### config.mk
export PLATFORM = sky130hd
export DESIGN_NAME = fp_add_arbiter
export DESIGN_NICKNAME = d
export VERILOG_FILES = /design/src/rtl/fp_add_arbiter.sv
export SDC_FILE = /design/constraint.sdc
export NUM_CORES = 1
export LEC_CHECK = 0
export BUFFER_PORTS_ARGS = -buffer_cell sky130_fd_sc_hd__buf_2
export CAP_MARGIN = 20
export CORE_AREA = 2 2 165 167
export DETAILED_ROUTE_END_ITERATION = 8
export DIE_AREA = 0 0 167 169
export PLACE_DENSITY = 0.5
export SLEW_MARGIN = 10
export SYNTH_ARGS = -nofsm -noshare
export SYNTH_HDL_FRONTEND = slang
export SYNTH_SLANG_ARGS = --single-unit
### constraint.sdc
create_clock -name clk -period 2.9 [get_ports clk]
set_input_delay 0.435 -clock clk [delete_from_list [all_inputs] [get_ports clk]]
set_output_delay 0.435 -clock clk [all_outputs]
set_load 0.01 [all_outputs]
### src/rtl/fp_add_arbiter.sv
`default_nettype none
// ============================================================================
//  Module      : fp_add_arbiter
//  Description : Round-robin arbiter that shares one external combinational
//                single-precision FP adder among NUM_REQ requesters.
//                The winner's operands are registered toward the adder. The
//                adder result is captured into a held response register
//                that is tagged with the requester ID.
//                Optional sticky overflow/underflow flags are compiled in
//                when FP_ADD_ARB_STICKY_EN is defined.
//  Revision    : 1.0 - initial release
// ============================================================================
module fp_add_arbiter #(
  parameter int NUM_REQ = 4,
  parameter int ID_W    = 3
) (
  input  logic                   clk,
  input  logic                   rst_n,
  input  logic [NUM_REQ-1:0]     req_valid,
  output logic [NUM_REQ-1:0]     req_ready,
  input  logic [NUM_REQ*32-1:0]  req_a,
  input  logic [NUM_REQ*32-1:0]  req_b,
  input  logic [NUM_REQ*3-1:0]   req_rmode,
  output logic [31:0]            add_a,
  output logic [31:0]            add_b,
  output logic [2:0]             add_rmode,
  input  logic [31:0]            add_result,
  input  logic                   add_overflow,
  input  logic                   add_underflow,
  output logic                   resp_valid,
  input  logic                   resp_ready,
  output logic [ID_W-1:0]        resp_id,
  output logic [31:0]            resp_result,
  output logic                   resp_overflow,
  output logic                   resp_underflow,
  output logic                   resp_err,
  output logic                   busy,
  output logic                   sticky_ovf,
  output logic                   sticky_unf,
  input  logic                   clr_sticky
);

  // Canonical quiet NaN returned for an illegal rounding mode
  localparam logic [31:0] c_QNAN     = 32'h7FC0_0000;
  localparam logic [2:0]  c_RMODE_MAX = 3'd4;

  typedef enum logic [1:0] {
    S_IDLE = 2'd0,
    S_EXEC = 2'd1,
    S_RESP = 2'd2
  } state_t;

  state_t            r_state;
  logic [ID_W-1:0]   r_rr_ptr;
  logic [31:0]       r_add_a;
  logic [31:0]       r_add_b;
  logic [2:0]        r_add_rmode;
  logic              r_resp_valid;
  logic [ID_W-1:0]   r_resp_id;
  logic [31:0]       r_resp_result;
  logic              r_resp_overflow;
  logic              r_resp_underflow;
  logic              r_resp_err;

  logic              w_found;
  logic [ID_W-1:0]   w_win_id;
  logic [31:0]       w_sel_a;
  logic [31:0]       w_sel_b;
  logic [2:0]        w_sel_rmode;
  logic              w_legal;
  logic              w_resp_hs;
  logic [ID_W-1:0]   w_next_ptr;

  // Round-robin search: first valid requester at or after rr_ptr, wrapping
  always_comb begin
    w_found  = 1'b0;
    w_win_id = '0;
    for (int k = 0; k < NUM_REQ; k++) begin
      for (int j = 0; j < NUM_REQ; j++) begin
        if (!w_found && req_valid[j] &&
            (j == ((int'(r_rr_ptr) + k) % NUM_REQ))) begin
          w_found  = 1'b1;
          w_win_id = ID_W'(j);
        end
      end
    end
  end

  // Select the winner's operand slices
  always_comb begin
    w_sel_a     = '0;
    w_sel_b     = '0;
    w_sel_rmode = '0;
    for (int i = 0; i < NUM_REQ; i++) begin
      if (w_win_id == ID_W'(i)) begin
        w_sel_a     = req_a[32*i +: 32];
        w_sel_b     = req_b[32*i +: 32];
        w_sel_rmode = req_rmode[3*i +: 3];
      end
    end
  end

  // One-hot grant, only offered while idle and out of reset
  always_comb begin
    req_ready = '0;
    for (int i = 0; i < NUM_REQ; i++) begin
      req_ready[i] = rst_n && (r_state == S_IDLE) && w_found &&
                     (w_win_id == ID_W'(i));
    end
  end

  assign w_legal    = (w_sel_rmode <= c_RMODE_MAX);
  assign w_resp_hs  = r_resp_valid && resp_ready;
  // Next search starts just after the requester that was served
  assign w_next_ptr = (r_resp_id == ID_W'(NUM_REQ - 1)) ? '0
                                                         : r_resp_id + ID_W'(1);

  // Control FSM with registered adder operands and held response
  always_ff @(posedge clk) begin
    if (!rst_n) begin
      r_state          <= S_IDLE;
      r_rr_ptr         <= '0;
      r_add_a          <= '0;
      r_add_b          <= '0;
      r_add_rmode      <= '0;
      r_resp_valid     <= 1'b0;
      r_resp_id        <= '0;
      r_resp_result    <= '0;
      r_resp_overflow  <= 1'b0;
      r_resp_underflow <= 1'b0;
      r_resp_err       <= 1'b0;
    end else begin
      case (r_state)
        S_IDLE: begin
          if (w_found) begin
            r_resp_id <= w_win_id;
            if (w_legal) begin
              // Adder operands only change when the adder is really used
              r_add_a     <= w_sel_a;
              r_add_b     <= w_sel_b;
              r_add_rmode <= w_sel_rmode;
              r_state     <= S_EXEC;
            end else begin
              // Illegal rounding mode: answer immediately, bypass the adder
              r_resp_result    <= c_QNAN;
              r_resp_overflow  <= 1'b0;
              r_resp_underflow <= 1'b0;
              r_resp_err       <= 1'b1;
              r_resp_valid     <= 1'b1;
              r_state          <= S_RESP;
            end
          end
        end
        S_EXEC: begin
          r_resp_result    <= add_result;
          r_resp_overflow  <= add_overflow;
          r_resp_underflow <= add_underflow;
          r_resp_err       <= 1'b0;
          r_resp_valid     <= 1'b1;
          r_state          <= S_RESP;
        end
        S_RESP: begin
          if (resp_ready) begin
            r_resp_valid <= 1'b0;
            r_rr_ptr     <= w_next_ptr;
            r_state      <= S_IDLE;
          end
        end
        default: begin
          r_state <= S_IDLE;
        end
      endcase
    end
  end

  assign add_a          = r_add_a;
  assign add_b          = r_add_b;
  assign add_rmode      = r_add_rmode;
  assign resp_valid     = r_resp_valid;
  assign resp_id        = r_resp_id;
  assign resp_result    = r_resp_result;
  assign resp_overflow  = r_resp_overflow;
  assign resp_underflow = r_resp_underflow;
  assign resp_err       = r_resp_err;
  assign busy           = (r_state != S_IDLE);

`ifdef FP_ADD_ARB_STICKY_EN
  logic r_sticky_ovf;
  logic r_sticky_unf;

  // Accumulate flags seen at response handshake; a set beats a clear
  always_ff @(posedge clk) begin
    if (!rst_n) begin
      r_sticky_ovf <= 1'b0;
      r_sticky_unf <= 1'b0;
    end else begin
      if (w_resp_hs && r_resp_overflow) begin
        r_sticky_ovf <= 1'b1;
      end else if (clr_sticky) begin
        r_sticky_ovf <= 1'b0;
      end
      if (w_resp_hs && r_resp_underflow) begin
        r_sticky_unf <= 1'b1;
      end else if (clr_sticky) begin
        r_sticky_unf <= 1'b0;
      end
    end
  end

  assign sticky_ovf = r_sticky_ovf;
  assign sticky_unf = r_sticky_unf;
`else
  // Sticky flags compiled out; the clear input has no effect
  logic w_unused_sticky;
  assign w_unused_sticky = clr_sticky ^ w_resp_hs;
  assign sticky_ovf      = 1'b0;
  assign sticky_unf      = 1'b0;
`endif

endmodule
`default_nettype wire

==> results of run 1 <==
## sequential cells by signal, summed over array words and instances, names as in the netlist
register,flops
add_rmode,3
resp_valid,1
resp_id,2
r_state,2
add_a,32
add_b,32
resp_underflow,1
resp_overflow,1
r_rr_ptr,2
resp_result,32
resp_err,1
## cells in the mapped netlist (2+ instances only)
cell type	count
buf_1	8
a21o_1	2
clkinv_1	2
clkbuf_1	57
buf_2	9
and3_1	4
dfxtp_1	109
o21ai_0	68
a211oi_1	11
o21a_1	2
a22oi_1	112
o2111ai_1	25
buf_6	7
nor3_1	12
and2_1	4
a221oi_1	2
nor2b_1	5
buf_4	4
nand2_1	184
a21boi_0	2
nand3_1	3
o22ai_1	30
inv_1	7
nor2_1	19
a21oi_1	29
mux2i_1	65
a211o_1	2
o32a_1	2
or3_1	2
o21ai_1	3
## power groups by stage
stage          combinational [mW]  sequential [mW]  clock (mW)
5_1_grt                      2.20             1.96        1.36
3_5_place_dp                 2.04             1.96           0
6_report                     2.01             1.92        1.25
4_1_cts                      2.04             1.93        1.31
3_3_place_gp                 2.03             1.95           0
2_1_floorplan                1.09             2.07           0
## layer usage
layer,global-route usage [%],up-vias,part of all wire (%)
met5,0,-,0
li1,-,3739,-
met2,29.58,266,48
met4,3.523,0,1.2
met1,21.15,3484,43
met3,4.723,19,7.5
## path summary, 6_finish.rpt
check	from	endpoint	cells past startpoint
setup / recovery	r_rr_ptr[1]	req_ready[3]	6
hold reg to reg	resp_err	resp_err	2
setup reg to reg	r_rr_ptr[1]	resp_result[30]	8
hold / removal	add_underflow	resp_underflow	3
## worst register-to-register path, stage by stage (launching register included)
cell and delay, ns:
dfxtp_1 0.38, buf_4 0.19, a21boi_1 0.12, a2bb2oi_1 0.36, a21boi_0 0.19, o32ai_1 0.47
a21oi_1 0.39, a211oi_1 0.35, nor3_1 0.08
## logic make-up (layout without fill, tap and decap cells)
kind of cell | Yosys count | count (layout)
other | 1 | 4
adders and majority gates | 1 | 1
and+or+nand+nor | 240 | 240
buffers and inverters | 95 | 469
DFF | 109 | 109
muxes | 65 | 65
AOI/OAI and AO/OA | 303 | 303
## through the flow
step	hold WS, ns	setup slack (ns)	power, mW	cells
after floorplan	0.4661	0.4990	3.162	816
after global placement	0.4344	0.2082	3.977	1515
after detailed placement	0.4336	0.1287	3.993	1515
after CTS	0.2828	0.1929	5.278	1531
after global routing	0.2936	0.06360	5.528	1531
final	0.3011	0.2265	5.185	1532
## layout make-up
type                            count  area, µm²
Timing Repair Buffer              443       2320
Fill cell                        2948      17510
Inverter                           10      37.54
Clock buffer                        9      225.2
Multi-Input combinational cell    612       3735
Tap cell                          341      426.7
Antenna cell                        1      2.502
Sequential cell                   109       2182
Clock inverter                      7      66.31
==> results.ini, run 1 <==
[critical_path]
cp_top_family = simple AND/OR/NAND/NOR gates
path_cells = nor2b_1 -> o21ai_1 -> and3_2 -> buf_4 -> and3_1 -> buf_2
required_ns = 2.47
cp_num_buf_inv = 2
ff2ff_setup_slack_ns = 0.27
crit_path_max_fanout = 46
worst_setup_path_start_kind = register
arrival_ns = 2.24
slowest_delay_ns = 0.46
slowest_stage = buf_4
critPathKind = reg2out
worstSetupEndpointType = primary output

[logic_synthesis]
ys_ff_latch = 109
yosys.area_share.simple_pct = 15.54
synth.avg_cell_area_um2 = 7.762
syn_area_mm2 = 0.006319
synth_cells = 814
synth_xor_area_share_pct = 0
synth_top_family_by_area = compound AO/OA/AOI/OAI gates
synth_edf_count = 0
synth_fa_ha_area_share_pct = 0.1980
synth.top_cell.area_share_pct = 34.53
netlist_top_cells_area = dfxtp_1 35%, a22oi_1 13%, nand2_1 11%
netlist.top_cell.by_area = dfxtp_1
synthMuxAreaShare_pct = 10.30
ys_seq_area_share_pct = 34.53
synth_flop_cell = dfxtp_1
synthDistinctLibCells = 53
synth_compound_area_share_pct = 32.48
async_flop_share_pct = 0
synth_warnings = 0

[clock_network]
cts_tree = yes
clock-sinks = 109
clk_pin_slew_ns = 0.09
cts_max_level = 3
ctsHoldBuffers = 0
cts_root_buf = clkbuf_16
numCtsBuffers = 9
post-cts-setup-buffers = 0
clock_latency_ns = 0.36
post_cts_resized = 0
clock_path_buffers = 2

[power]
p_int_mw = 3.233
p_sw_mw = 1.952
leakage_nw = 4.464
p_per_area_mw_per_mm2 = 576.5
netSwitchingFraction_pct = 37.65
power.share.clock_pct = 24.1
irDropWorstVdd_mv = 0.3732
pwr-share-comb_pct = 38.8
seqPwrFrac_pct = 37.1

[sta]
slew_viol_final = 0
worst_pin_slew_ns = 0.9156
post-route-period-util_pct = 92.19
fin_crit_ns = 2.673
hold_viol = 0
finalSetupViolations = 0
fin_skew_ns = 0.009537
max_freq_mhz = 374.0
setup_tns_ns = 0
rsz0062_at_grt = false
max_slew_margin_pct = 38.96

[outcome]
outcome = finished clean

[placed_design]
gp_congestion = 0.8183
place_area_mm2 = 0.008701
hpwlAfterDp_um = 19130
io_buffers = 418

[floorplanning]
dieArea_mm2 = 0.02822
die_w_um = 167
top_level_ports = 423
initial_utilization_pct = 23.84
dieHeight_um = 169
coreArea_mm2 = 0.02650
rows = 60

[route]
drt_pass1_iterations = 5
drtIter0Drc = 415
drc = 0
wire_per_inst_um = 16.73
postRouteAntennaNets = 0
vias = 7508
wl_um = 25640
viasPerCell = 4.901

[final_layout]
final_nets = 1496
drive_gt1_share_pct = 39.41
final_core_util_pct = 33.94
final_common_cell = buf_2
area_growth_pct = 42.36
most-common-layout-cells = 417 x buf_2, 183 x nand2_1, 112 x a22oi_1
final_area_mm2 = 0.008995

[global_route]
grt_pass1_vias = 7010
grt_usage_pct = 17.05
grt_antenna_before_repair = 2
grt_start_max_net_pins = 100
overflow = 0
grt_first_pass_wirelength_um = 38990

[job]
cap_violations = 0

[hold_path]
hp-class = in2reg

No activity file was read; power rests on OpenSTA's default activity.
==> run 2, diff against run 1 <==
- SETUP_SLACK_MARGIN: default -> 0.5
==> run 2 against run 1 <==
Effect of this change: first-iteration DRC count increased by 5.1%; design area increased by 2.8%; cell count increased by 0.52%; largest cell class unchanged; highest routed layer is now met5.
==> results.ini, run 2 (synthesis gave the netlist of run 1 again) <==
[critical_path]
startpoint = r_rr_ptr[1]
endpoint = add_a[22]
critPathKind = reg2reg
r2r-start = r_rr_ptr[1]
arrival_ns = 2.62
worst_setup_path_start_kind = register
ff2ff_setup_slack_ns = 0.57
required_ns = 3.19
worstSetupEndpointType = register
reg2reg_depth = 9
crit_path_max_fanout = 13
reg2reg_to = add_a[22]

[global_route]
grt_first_pass_wirelength_um = 40250
grt_antenna_before_repair = 5
grt_start_max_net_pins = 94
overflow = 0
grt_pass1_vias = 7139
grt_usage_pct = 17.85

[floorplanning]
die_w_um = 167
coreArea_mm2 = 0.02650
dieHeight_um = 169
rows = 60
dieArea_mm2 = 0.02822
initial_utilization_pct = 23.84
top_level_ports = 423

[sta]
setup_ws_ns = 0.5653
post-route-period-util_pct = 80.51
max_freq_mhz = 428.3
fin_skew_ns = 0.01052
setup_tns_ns = 0
rsz0062_at_grt = true
max_slew_margin_pct = 64.34
slew_viol_final = 0
hold_viol = 0
finalSetupViolations = 0
fin_crit_ns = 2.335
worst_pin_slew_ns = 0.5349

[power]
leakage_nw = 4.576
power.share.clock_pct = 24.7
netSwitchingFraction_pct = 37.06
p_int_mw = 3.438
pwr-share-comb_pct = 40.1
irDropWorstVdd_mv = 0.2717
p_per_area_mw_per_mm2 = 590.8
report.power.total_mw = 5.462
seqPwrFrac_pct = 35.2
p_sw_mw = 2.024

[final_layout]
final_cell_count_no_fill = 1540
final_common_cell = buf_2
final_area_mm2 = 0.009245
most-common-layout-cells = 417 x buf_2, 183 x nand2_1, 112 x a22oi_1
area_growth_pct = 46.32
drive_gt1_share_pct = 40.65
final_nets = 1504

[clock_network]
clk_pin_slew_ns = 0.09
cts_root_buf = clkbuf_16
cts_tree = yes
clock_path_buffers = 2
ctsHoldBuffers = 0
cts_max_level = 3
clock-sinks = 109
clock_latency_ns = 0.36
numCtsBuffers = 9

[placed_design]
hpwlAfterDp_um = 19430
dp.cells = 1515
gp_congestion = 0.8399
io_buffers = 418
place_area_mm2 = 0.008716
place_worst_setup_slack_ns = 0.2581

[route]
drt_pass1_iterations = 5
wl_um = 27490
postRouteAntennaNets = 0
drc = 0
vias = 7591
drtIter0Drc = 436
viasPerCell = 4.929
wire_per_inst_um = 17.85

[outcome]
outcome = finished clean

[job]
cap_violations = 0

[hold_path]
hp-class = in2reg

[run 2: cell count changes in the layout (fill, tap and decap cells not counted), moves of 2 or more]
| cell | delta |
|---|---|
| clkbuf_16 | +3 |
| buf_16 | +2 |
| inv_6 | +2 |
| inv_8 | -2 |
| dfxtp_1 | -2 |
[run 2: worst max-delay path, stage by stage, from the launching register on]
cell and delay [ns]:
dfxtp_4 0.39, and4b_2 0.28, a211o_1 0.27, a221oi_2 0.27, a221o_2 0.20, a21oi_4 0.05
o21ai_4 0.22, buf_12 0.18, clkbuf_16 0.20, mux2i_1 0.19
[run 2: how the worst min path moves through the flow]
stage	startpoint	end	slack, ns	cells past startpoint
floorplan	resp_err	resp_err	0.47	2
global placement	add_b[22]	add_b[22]	0.44	2
detailed placement	resp_err	resp_err	0.44	2
CTS	add_underflow	resp_underflow	0.28	3
global route	add_overflow	resp_overflow	0.29	3
finish	add_underflow	resp_underflow	0.30	3
[run 2: per-layer routing]
metal | wire [µm] | up-vias | track usage [%]
met2 | 13120 | 273 | 30.33
met3 | 1853 | 25 | 4.396
met1 | 12140 | 3528 | 22.87
met4 | 340 | 6 | 4.010
li1 | - | 3759 | -
met5 | 38 | - | 0
[run 2: timing repair]
| item | in CTS | in global routing |
|---|---|---|
| buffers inserted | 1 | 3 |
| setup endpoints to repair | 107 | 99 |
| hold endpoints to repair | 0 | 0 |
| resized for setup | 5 | 11 |
| cloned | 1 | 3 |
| pin swaps | 0 | 2 |
[run 2: stage by stage]
stage | hold slack, ns | utilization, %
after floorplan | 0.4661 | -
after global placement | 0.4426 | 32.89
after detailed placement | 0.4372 | 32.89
after CTS | 0.2770 | 34.31
after global routing | 0.2940 | 34.88
final | 0.2951 | 34.89
[run 2: power groups by stage]
stage | Clock [mW] | Sequential, mW | Combinational (mW)
2_1_floorplan | 0 | 2.07 | 1.09
3_3_place_gp | 0 | 1.95 | 2.03
3_5_place_dp | 0 | 1.95 | 2.03
4_1_cts | 1.42 | 1.92 | 2.11
5_1_grt | 1.46 | 1.96 | 2.40
6_report | 1.35 | 1.92 | 2.19
[run 2: final cells by class]
type	instances	area, µm²
Fill cell	2865	17260
Multi-Input combinational cell	612	3774
Timing Repair Buffer	451	2501
Sequential cell	109	2187
Tap cell	341	426.7
Clock buffer	9	225.2
Clock inverter	7	91.34
Inverter	10	37.54
Antenna cell	1	2.502
==> run 3, diff against run 2 <==
- clock period: 2.9 -> 2.3 ns (I/O delays scaled with it)
==> run 3 against run 2 <==
Effect of this change: critical path depth increased by 1; sequential share of layout area fell by 2.3 points; first-iteration DRC count is 12% higher; core utilization up 3.8 points.
==> results.ini, run 3 (synthesis gave the netlist of run 1 again) <==
[placed_design]
gp_congestion = 0.8108
place_worst_setup_slack_ns = -0.1268
hpwlAfterDp_um = 19870
io_buffers = 418

[global_route]
grt_usage_pct = 19.41
grt_antenna_before_repair = 8
overflow = 0
grt_start_max_net_pins = 93
grt_first_pass_wirelength_um = 43300
grt_pass1_vias = 7446

[power]
leakage_nw = 5.007
report.power.total_mw = 7.306
p_per_area_mw_per_mm2 = 712.8
irDropWorstVdd_mv = 0.2978

[sta]
rsz0062_at_grt = true
max_slew_margin_pct = 66.54
setup_ws_ns = 0.02512
hold_viol = 0
finalSetupViolations = 0
fin_crit_ns = 2.275
max_freq_mhz = 439.6
slew_viol_final = 0
setup_tns_ns = 0
post-route-period-util_pct = 98.91
fin_skew_ns = 0.01411
holdWs_ns = 0.2055
worst_pin_slew_ns = 0.5019

[route]
drc = 0
drt_pass1_iterations = 5
vias = 7908
viasPerCell = 4.967
wl_um = 29950
drtIter0Drc = 489
wire_per_inst_um = 18.81
postRouteAntennaNets = 0

[floorplanning]
die_w_um = 167
coreArea_mm2 = 0.02650
initial_utilization_pct = 23.84
dieArea_mm2 = 0.02822
rows = 60
top_level_ports = 423
dieHeight_um = 169

[critical_path]
cp_num_buf_inv = 3
crit_path_max_fanout = 7
path_cells = buf_6 -> o21bai_4 -> and3_4 -> and2_4 -> o32a_1 -> buf_4 -> a21o_4 -> buf_12 -> a211oi_2 -> nor3_1
slowest_stage = o32a_1
worstSetupEndpointType = register
cp_top_family = compound AO/OA/AOI/OAI gates
worst_setup_path_start_kind = register
critPathKind = reg2reg
slowest_delay_ns = 0.40
arrival_ns = 2.51
required_ns = 2.54

[final_layout]
most-common-layout-cells = 414 x buf_2, 181 x nand2_1, 112 x a22oi_1
drive_gt1_share_pct = 46.27
final_core_util_pct = 38.68
n_fill_cell = 2788
final_common_cell = buf_2
final_nets = 1553
area_growth_pct = 62.22

[clock_network]
clk_pin_slew_ns = 0.08
cts_root_buf = clkbuf_16
numCtsBuffers = 9
cts_tree = yes
clock_path_buffers = 2
cts_max_level = 3
clock-sinks = 109
clock_latency_ns = 0.36

[outcome]
outcome = finished clean

[job]
cap_violations = 0

[hold_path]
hp-class = in2reg

run 3: cell count changes in the layout (fill, tap and decap cells not counted), sizes merged:
cell	previous run	this run
bufbuf	1	3
buf	447	490
clkbuf	12	17
diode	1	4
clkinv	3	4
bufinv	1	0
inv	12	11
run 3: stage by stage:
stage	std cells	instance area [µm²]
global placement	1531	9041
floorplan	816	6544
global route	1592	10250
detailed placement	1531	9041
finish	1592	10250
CTS	1570	9804
run 3: timing repair:
action / CTS / global route
buffers inserted: 16 / 11
pin swaps: 16 / 38
resized for setup: 36 / 33
cloned: 7 / 7
hold buffers: 0 / 0
endpoints found under the setup margin: 109 / 109
endpoints found under the hold margin: 0 / 0
run 3: worst register-to-register path: cells and delay by family (launching register included):
kind            cells  cell delay, ns
compound gates      4            0.99
flops               1            0.38
buf+inv             3            0.44
simple gates        3            0.36
run 3: where the power goes:
group / internal [mW] / switching, mW / total, mW
registers: 2.23 / 0.202 / 2.43
clock network: 0.747 / 0.785 / 1.53
logic: 1.62 / 1.72 / 3.34
total: 4.60 / 2.70 / 7.31
run 3: worst paths after layout:
path	startpoint	end	slack (ns)	cells past startpoint
min	add_result[0]	resp_result[0]	0.21	3
max reg2reg	r_rr_ptr[1]	resp_result[24]	0.03	10
min reg2reg	add_b[3]	add_b[3]	0.45	2
max	r_rr_ptr[1]	resp_result[24]	0.03	10
run 3: area by class of cell:
cell class	instances	area, µm²	area share (%)
clock buffers	10	229.0	2.234
repair buffers	500	3247	31.68
clock inverters	6	43.79	0.4272
inverters	10	40.04	0.3906
diodes	4	10.01	0.09766
multi-input cells	612	4064	39.65
flip-flops and latches	109	2190	21.36
well taps	341	426.7	4.163
run 3: per-layer routing:
metal / GRT usage (%) / vias to the layer above / share of wire (%)
met5: 0 / - / 0.090
met1: 24.68 / 3713 / 44
met3: 4.513 / 33 / 6.6
met2: 32.89 / 299 / 48
met4: 5.510 / 4 / 1.7
li1: - / 3859 / -
